**src/rtl/mdu_pkg.sv**
```systemverilog
// Shared constants, op codes and FSM state encoding for the HI/LO multiply/divide unit.
// Latency: none (declarations only).
// Backpressure: none (declarations only).
package mdu_pkg;

  localparam int WIDTH = 32;
  localparam int ITERS = 32;

  localparam logic [2:0] OP_MULT  = 3'd0;
  localparam logic [2:0] OP_MULTU = 3'd1;
  localparam logic [2:0] OP_DIV   = 3'd2;
  localparam logic [2:0] OP_DIVU  = 3'd3;
  localparam logic [2:0] OP_MTHI  = 3'd4;
  localparam logic [2:0] OP_MTLO  = 3'd5;

  typedef enum logic [1:0] {
    IDLE  = 2'd0,
    MUL   = 2'd1,
    DIV   = 2'd2,
    FIXUP = 2'd3
  } state_t;

  // Signed ops take absolute values on capture and sign-fix the result.
  function automatic logic op_is_signed(input logic [2:0] op);
    return (op == OP_MULT) || (op == OP_DIV);
  endfunction

endpackage

```
**src/rtl/mdu_sign_fix.sv**
```systemverilog
// Conditional two's-complement negate of a W-bit value.
// Latency: combinational.
// Backpressure: none.
module mdu_sign_fix #(
  parameter int W = 32
) (
  input  logic [W-1:0] val,
  input  logic         neg,
  output logic [W-1:0] res
);

  assign res = neg ? ((~val) + W'(1)) : val;

endmodule

```
**src/rtl/mdu_hilo.sv**
```systemverilog
// Iterative MULT/MULTU/DIV/DIVU unit with HI/LO registers; MTHI/MTLO write directly.
// Latency: MULT/DIV results on hi/lo with done 33 cycles after accept; MTHI/MTLO visible next cycle.
// Backpressure: none; start is dropped while busy, the hazard logic must hold requests off.
module mdu_hilo #(
  parameter int WIDTH = mdu_pkg::WIDTH
) (
  input  logic             clk,
  input  logic             reset_n,
  input  logic             start,
  input  logic [2:0]       op,
  input  logic [WIDTH-1:0] rs_data,
  input  logic [WIDTH-1:0] rt_data,
  output logic             busy,
  output logic             done,
  output logic [WIDTH-1:0] hi,
  output logic [WIDTH-1:0] lo
);

  import mdu_pkg::*;

  localparam logic [5:0] LAST_ITER = 6'(ITERS - 1);

  state_t               state;
  logic [5:0]           cnt;
  // MUL: {partial product high, multiplier shifting out}. DIV: low half is dividend/quotient.
  logic [2*WIDTH-1:0]   acc;
  logic [WIDTH-1:0]     rem;
  // Multiplicand for MUL, divisor for DIV (absolute value).
  logic [WIDTH-1:0]     opnd;
  logic [WIDTH-1:0]     rs_raw;
  logic                 neg_q;
  logic                 neg_r;
  logic                 dz;
  logic                 is_div;

  logic                 sgn;
  logic [WIDTH-1:0]     abs_rs;
  logic [WIDTH-1:0]     abs_rt;
  logic [WIDTH:0]       mul_sum;
  logic [WIDTH:0]       part_rem;
  logic [WIDTH:0]       div_diff;
  logic                 borrow;
  logic                 last_iter;
  logic [2*WIDTH-1:0]   prod_fix;
  logic [WIDTH-1:0]     quo_fix;
  logic [WIDTH-1:0]     rem_fix;

  assign sgn = op_is_signed(op);

  mdu_sign_fix #(.W(WIDTH)) u_abs_rs (
    .val (rs_data),
    .neg (sgn & rs_data[WIDTH-1]),
    .res (abs_rs)
  );

  mdu_sign_fix #(.W(WIDTH)) u_abs_rt (
    .val (rt_data),
    .neg (sgn & rt_data[WIDTH-1]),
    .res (abs_rt)
  );

  mdu_sign_fix #(.W(2*WIDTH)) u_prod_fix (
    .val (acc),
    .neg (neg_q),
    .res (prod_fix)
  );

  mdu_sign_fix #(.W(WIDTH)) u_quo_fix (
    .val (acc[WIDTH-1:0]),
    .neg (neg_q),
    .res (quo_fix)
  );

  mdu_sign_fix #(.W(WIDTH)) u_rem_fix (
    .val (rem),
    .neg (neg_r),
    .res (rem_fix)
  );

  // Shift-add step: add the multiplicand into the high half when the current multiplier LSB is set.
  assign mul_sum  = {1'b0, acc[2*WIDTH-1:WIDTH]} + {1'b0, opnd & {WIDTH{acc[0]}}};

  // Restoring-division step on the 33-bit partial remainder; bit WIDTH of the difference is the borrow.
  assign part_rem = {rem, acc[WIDTH-1]};
  assign div_diff = part_rem - {1'b0, opnd};
  assign borrow   = div_diff[WIDTH];

  assign last_iter = (cnt == LAST_ITER);
  assign busy      = (state != IDLE);

  // Control FSM, iteration datapath and architectural HI/LO registers.
  always_ff @(posedge clk or negedge reset_n) begin
    if (!reset_n) begin
      state  <= IDLE;
      cnt    <= '0;
      acc    <= '0;
      rem    <= '0;
      opnd   <= '0;
      rs_raw <= '0;
      neg_q  <= 1'b0;
      neg_r  <= 1'b0;
      dz     <= 1'b0;
      is_div <= 1'b0;
      done   <= 1'b0;
      hi     <= '0;
      lo     <= '0;
    end else begin
      done <= 1'b0;
      case (state)
        IDLE: begin
          if (start) begin
            case (op)
              OP_MULT, OP_MULTU: begin
                state  <= MUL;
                cnt    <= '0;
                acc    <= {{WIDTH{1'b0}}, abs_rt};
                opnd   <= abs_rs;
                neg_q  <= sgn & (rs_data[WIDTH-1] ^ rt_data[WIDTH-1]);
                neg_r  <= sgn & rs_data[WIDTH-1];
                is_div <= 1'b0;
                dz     <= 1'b0;
              end
              OP_DIV, OP_DIVU: begin
                state  <= DIV;
                cnt    <= '0;
                acc    <= {{WIDTH{1'b0}}, abs_rs};
                rem    <= '0;
                opnd   <= abs_rt;
                rs_raw <= rs_data;
                neg_q  <= sgn & (rs_data[WIDTH-1] ^ rt_data[WIDTH-1]);
                neg_r  <= sgn & rs_data[WIDTH-1];
                is_div <= 1'b1;
                dz     <= (rt_data == '0);
              end
              OP_MTHI: hi <= rs_data;
              OP_MTLO: lo <= rs_data;
              default: ;
            endcase
          end
        end
        MUL: begin
          acc <= {mul_sum, acc[WIDTH-1:1]};
          cnt <= cnt + 6'd1;
          if (last_iter) state <= FIXUP;
        end
        DIV: begin
          acc[WIDTH-1:0] <= {acc[WIDTH-2:0], ~borrow};
          rem            <= borrow ? part_rem[WIDTH-1:0] : div_diff[WIDTH-1:0];
          cnt            <= cnt + 6'd1;
          if (last_iter) state <= FIXUP;
        end
        FIXUP: begin
          if (is_div) begin
            // Divide by zero reports all-ones quotient and the raw dividend as remainder.
            if (dz) begin
              lo <= '1;
              hi <= rs_raw;
            end else begin
              lo <= quo_fix;
              hi <= rem_fix;
            end
          end else begin
            hi <= prod_fix[2*WIDTH-1:WIDTH];
            lo <= prod_fix[WIDTH-1:0];
          end
          done  <= 1'b1;
          state <= IDLE;
        end
        default: state <= IDLE;
      endcase
    end
  end

endmodule

```
**config.mk**
```make
export PLATFORM = sky130hd
export DESIGN_NAME = mdu_hilo
export DESIGN_NICKNAME = d
export VERILOG_FILES = /design/src/rtl/mdu_pkg.sv /design/src/rtl/mdu_sign_fix.sv /design/src/rtl/mdu_hilo.sv
export SDC_FILE = /design/constraint.sdc
export NUM_CORES = 1
export LEC_CHECK = 0
export BUFFER_PORTS_ARGS = -buffer_cell sky130_fd_sc_hd__buf_2
export CAP_MARGIN = 30
export CORE_MARGIN = 10
export CORE_UTILIZATION = 45
export CTS_BUF_LIST = sky130_fd_sc_hd__clkbuf_8 sky130_fd_sc_hd__clkbuf_16
export DETAILED_ROUTE_END_ITERATION = 7
export PLACE_DENSITY = 0.7
export SLEW_MARGIN = 20
export SYNTH_ARGS = -nofsm -noshare
export SYNTH_HDL_FRONTEND = slang
export SYNTH_SLANG_ARGS = --single-unit
```
**constraint.sdc**
```tcl
create_clock -name clk -period 3.3 [get_ports clk]
set_input_delay 0.66 -clock clk [delete_from_list [all_inputs] [get_ports clk]]
set_output_delay 0.66 -clock clk [all_outputs]
set_load 0.03 [all_outputs]
```
### Word-level counts from Yosys, hierarchy flattened

Index checks and enable logic that the tools add are counted.

| word-level totals | value |
|---|---|
| input bits | 70 |
| register bits after elaboration | 237 |
| output and inout port bits | 66 |
| word-level logic and storage cells | 108 |

| operators by class | value |
|---|---|
| bitwise logic cells | 11 |
| add/subtract/negate cells | 8 |
| eq/ne operators | 16 |
| reduce and logical (&&, ||, !) cells | 25 |
| multiplexer cells | 34 |

Operators with widths:

| operator | count |
|---|---|
| two-way mux 32 bit | 15 |
| one-hot mux 32 bit (2 select lines) | 5 |
| adder 32 x 1 -> 32 bit, second input constant | 4 |
| two-way mux 64 bit | 2 |
| inverter 32 bit | 4 |
| one-hot mux 64 bit (2 select lines) | 1 |
| one-hot mux 32 bit (3 select lines) | 1 |
| adder 64 x 1 -> 64 bit, second input constant | 1 |
| inverter 64 bit | 1 |
| adder 32 x 32 -> 33 bit | 1 |
| subtractor 33 x 32 -> 33 bit | 1 |
| AND 32 bit | 1 |
| logical NOT 32 bit | 1 |
| AND reduction 3 bit | 10 |
| two-way mux 6 bit | 2 |
| one-hot mux 6 bit (2 select lines) | 1 |
| nonzero test 2 bit | 6 |
| inequality test 2 x 1 -> 1 bit, second input constant | 4 |
| adder 6 x 1 -> 6 bit, second input constant | 1 |
| equality test 3 x 2 -> 1 bit, second input constant | 2 |
| equality test 3 bit, second input constant | 2 |
| equality test 6 x 5 -> 1 bit, second input constant | 1 |
| one-hot mux 2 bit (3 select lines) | 1 |
| OR reduction 2 bit | 3 |
| other kinds (17) | 23 |

### Logic depth before layout (Yosys ltp)

| depth | value |
|---|---|
| depth after elaboration | 7 |
| mapped depth | 14 |
| gate-level depth less buffers | 13 |

### Modules after synthesis

A second synthesis with hierarchy kept.

| second synthesis, totals | value |
|---|---|
| cell total of the unflattened synthesis | 2259 |
| area, all modules | 19872.8 um2 |

By module, submodules not included:

| module | cells an instance | times used | area an instance (um2) | seq. area each (um2) |
|---|---|---|---|---|
| mdu_hilo | 1657 | 1 | 15115.7 | 5930.7 |
| mdu_sign_fix (u_abs_rs ...) | 99 | 4 | 777.0 | 0.0 |
| mdu_sign_fix (u_prod_fix) | 206 | 1 | 1649.1 | 0.0 |

### Worst setup path after synthesis

OpenSTA, ideal clock, no wires.

| path | value |
|---|---|
| path kind | reg2reg |
| from | register acc[31] |
| to | register rem[17] |
| clock period less this slack | 3.238 ns |
| buffers on the path | 2 |
| setup time | 0.133 ns |
| data arrival time | 3.105 ns |
| cell stages (with the launch flop) | 14 |
| required time | 3.167 ns |
| slack | 0.062 ns |
| cell sequence | dfrtp_1 -> inv_1 -> ha_1 -> fa_1 -> nor2b_1 -> o31a_1 -> o22ai_1 -> o31ai_1 -> a31oi_1 -> xnor2_1 -> buf_2 -> buf_2 -> mux2i_1 -> o21ai_0 |

| on the way | value |
|---|---|
| word-level cells in the longest chain between the ends | 3 |

Ends and longest elaborated chain:

| what | line | source |
|---|---|---|
| from (decl) | mdu_hilo.sv:26 | `logic [2*WIDTH-1:0] acc;` |
| from (signal assigned) | mdu_hilo.sv:116 | `acc <= {{WIDTH{1'b0}}, abs_rt};` |
| from (signal assigned) | mdu_hilo.sv:126 | `acc <= {{WIDTH{1'b0}}, abs_rs};` |
| from (signal assigned) | mdu_hilo.sv:142 | `acc <= {mul_sum, acc[WIDTH-1:1]};` |
| subtractor 33 x 32 -> 33 bit | mdu_hilo.sv:85 | `assign div_diff = part_rem - {1'b0, opnd};` |
| two-way mux 32 bit | mdu_hilo.sv:148 | `rem <= borrow ? part_rem[WIDTH-1:0] : div_diff[WIDTH-1:0];` |
| one-hot mux 32 bit (2 select lines) | mdu_hilo.sv:109 | `case (state)` |
| to (signal assigned) | mdu_hilo.sv:148 |  |
| to (decl) | mdu_hilo.sv:27 | `logic [WIDTH-1:0] rem;` |

No other way between the ends.
A chain may end at the register's enable or synchronous reset.

### Worst setup path in the final report

| path | value |
|---|---|
| from | register acc[0] |
| to | register acc[61] |

| on the way | value |
|---|---|
| word-level cells in the longest chain between the ends | 3 |

Ends and longest elaborated chain:

| what | line | source |
|---|---|---|
| AND 32 bit | mdu_hilo.sv:81 | `assign mul_sum = {1'b0, acc[2*WIDTH-1:WIDTH]} + {1'b0, opnd & {WIDTH{acc[0]}}};` |
| adder 32 x 32 -> 33 bit | mdu_hilo.sv:81 |  |
| one-hot mux 32 bit (2 select lines) | mdu_hilo.sv:109 |  |

No other way between the ends.

==> reports/metrics.csv <==
stage;metric;value;unit
outcome;status;finished, final reports clean;
synth;Synth Register Bits;237;
synth;Synth Area per Inst;8.05;um^2
critical_path;crit path from;acc[0];
synth;Warnings, synthesis;0;
routing;post-route ant nets;0;
routing;DRC viols;0;
critical_path;Worst Path Required;3.74;ns
synth;prevailing post-synth register cell;dfrtp_1;
timing;worst slew pin tran;0.787;ns
clocking;Clock Latency Late Sink;0.58;ns
synth;Unique masters post-synth;86;
routing;First-pass DRT Iterations;6;
pwr;PwrDens;989;mW/mm^2
timing;FMAX;312;MHz
pwr;VDD IR max;471;uV
layout;commonest non-fill, non-tap cells in the layout;nand2_1, o21ai_0, dfrtp_1, nor2_1, a21oi_1;
grt;number of global-route vias before repair;17100;
grt;initial antenna violation count;1;
pwr;leakage;9.38;nW
floorplan;chip height;222;um
routing;Via density;6.17;
timing;RSZ-0062 raised after global routing;true;
clocking;CTS sink cnt;237;
place;placed cells;2953;
floorplan;Initial Util;45.4;%
timing;Tcrit/Tclk final;97.2;%
pwr;Clock power frac;14.1;%
critical_path;RR Startpoint;acc[0];
clocking;CTS buffer count;26;
layout;Register Area;0.00593;mm^2
layout;most common cell after layout, fill and taps aside;nand2_1;
clocking;Root Buffer;clkbuf_16;
timing;Hold Vio Cnt, Final;0;
synth;sequential area share after synthesis;32.1;%
clocking;Max H-tree Level;1;
timing;max-slew violation count;0;
critical_path;most frequent CP cell;o2111ai_1;
synth;Synthesized Nets;2436;
floorplan;Die Area;0.0495;mm^2
floorplan;Core ar.;0.0406;mm^2
grt;first-pass GRT wire length;104;mm
critical_path;crit end category;flip-flop;
pwr;sequential power share;25.5;%
synth;Synth Cell Area;0.0184;mm^2
critical_path;Cell Chain, Critical Path;and2_1 -> ha_1 -> inv_1 -> fa_1 -> nor2b_1 -> o2111ai_1 -> a211oi_2 -> o211ai_1 -> buf_4 -> o2111ai_1 -> a31oi_1 -> o31ai_1 -> xnor2_1 -> o21ai_0;
routing;DR vias;18500;
timing;max_slew headroom;47.5;%
critical_path;Slowest cell on crit path;dfrtp_1;
layout;# nets final;2596;
synth;ys async rst share;100;%
clocking;Post-CTS Hold Fix Bufs;0;
grt;largest net degree at the start of global routing;76;
routing;Detailed Route WL;68.7;mm
floorplan;I/O Pins;136;
routing;WL/cell;22.9;um
synth;Post-synth EDFFs;0;
grt;Total GRT Usage;26.4;%
floorplan;FP Rows;74;
critical_path;crit-path max FO;4;
clocking;CTS Buffer Depth;3;
clocking;CTS tree;built;
synth;post-synthesis cell count;2291;
grt;GR Overflow Total;0;
place;number of I/O port buffers;135;
pwr;Logic pwr share;60.4;%
pwr;sw power;10.4;mW
pwr;switch share;49.5;%
layout;Post-Layout Cell Count;3003;
pwr;overall power;21.0;mW
routing;initial drt markers;2177;
place;gp weighted congestion;1.04;
clocking;Reg clk slew, reported paths;0.06;ns
critical_path;Critical Path AT;3.65;ns
layout;layout cells sized above 1;17.0;%
pwr;P_int;10.6;mW
timing;final setup vio count;0;
layout;Multi-input gate area;0.0117;mm^2
layout;Layout area overhead;15.4;%
flow_run;total of max-cap violations;0;
critical_path;max incr delay on CP;0.39;ns
timing;Fin Setup TNS;0;ns
timing;Period minus WS final;3.21;ns
layout;n_diodes;0;
layout;fill count;3762;
timing;Final Skew;0.0246;ns
place;post-DP HPWL;54.6;mm
critical_path;critical path class;flip-flop to flip-flop;
critical_path;crit start category;flip-flop;
worst_hold_path;worst hold path class;input port to asynchronous set/reset pin;
floorplan;die span in x;222;um
## metrics by stage
step	area, um^2	util, %	setup WS (ns)	hold slack (ns)
final	21300	52.4	0.0925	0.0732
after global routing	21300	52.4	-0.106	0.125
after CTS	21200	52.2	0.0755	0.0951
after detailed placement	20400	50.1	-0.0496	0.464
after global placement	20400	50.1	-0.0424	0.458
after floorplan	18400	-	0.0622	0.364
## cell families (layout without fill, tap and decap cells)
family	count (synthesis)	count (layout)	synth area share [%]
AOI/OAI and AO/OA	778	778	26.1
xor gates and xnor gates	202	202	9.59
adders and majority gates	75	75	5.17
buffers and inverters	220	400	5.13
DFF	237	237	32.1
muxes	62	62	3.57
and+or+nand+nor	717	717	18.3
## cell usage after synthesis, drive strengths merged, types with 33 or more instances
| cell | n | area, um^2 |
|---|---|---|
| o31ai | 44 | 349 |
| ha | 73 | 913 |
| xnor2 | 128 | 1120 |
| o21ai | 302 | 1520 |
| dfrtp | 237 | 5930 |
| nor2 | 166 | 626 |
| xor2 | 74 | 648 |
| a21oi | 157 | 786 |
| nand2 | 320 | 1200 |
| inv | 63 | 236 |
| clkbuf | 124 | 478 |
| o22ai | 41 | 257 |
| a21o | 34 | 255 |
| nand3 | 33 | 165 |
| o211ai | 40 | 300 |
## critical path, delay by kind of cell, from the launching register on
kind            cells  cell delay (ns)
compound gates      7             1.41
fa+ha+maj           2             0.56
flops               1             0.39
simple gates        2             0.30
buf+inv             2             0.24
xor+xnor            1             0.15
## layout make-up
class	instances	area share, %
flip-flops and latches	237	27.9
clock buffers	33	3.56
well taps	532	3.13
multi-input cells	1834	54.8
clock inverters	15	0.470
inverters	63	1.11
repair buffers	289	9.06
## layer usage
metal  global-route usage (%)  routed length, um  vias to the layer above
met3                     5.88               7450                      146
met5                        0                 13                        -
met2                     38.0              28500                      974
met1                     36.9              29300                     8859
met4                     12.2               3390                        2
li1                         -                  -                     8552
## worst paths after layout
check,slack [ns],to,cells past startpoint
max,0.09,acc[61],14
min,0.07,lo[9],1
max reg2reg,0.09,acc[61],14
min reg2reg,0.47,lo[25],2
max in group asynchronous,2.42,hi[31],2
min in group clk,0.45,lo[1],3
## timing repair
item,4_1_cts,5_1_grt
setup endpoints to repair,0,46
resized for setup,0,10
buffers inserted,0,2
## sequential cells by signal, summed over array words and instances (netlist names)
name / cells
neg_r: 1
state: 2
rem: 32
dz: 1
hi: 32
cnt: 6
done: 1
opnd: 32
is_div: 1
neg_q: 1
rs_raw: 32
lo: 32
acc: 64
## power groups by stage
stage | Sequential [mW] | Clock (mW) | Combinational (mW)
floorplan | 5.64 | 0 | 7.96
global placement | 5.32 | 0 | 12.2
detailed placement | 5.38 | 0 | 12.4
CTS | 5.34 | 2.98 | 12.5
global route | 5.54 | 3.10 | 13.8
finish | 5.37 | 2.97 | 12.7
(Power assumes the default switching activity.)
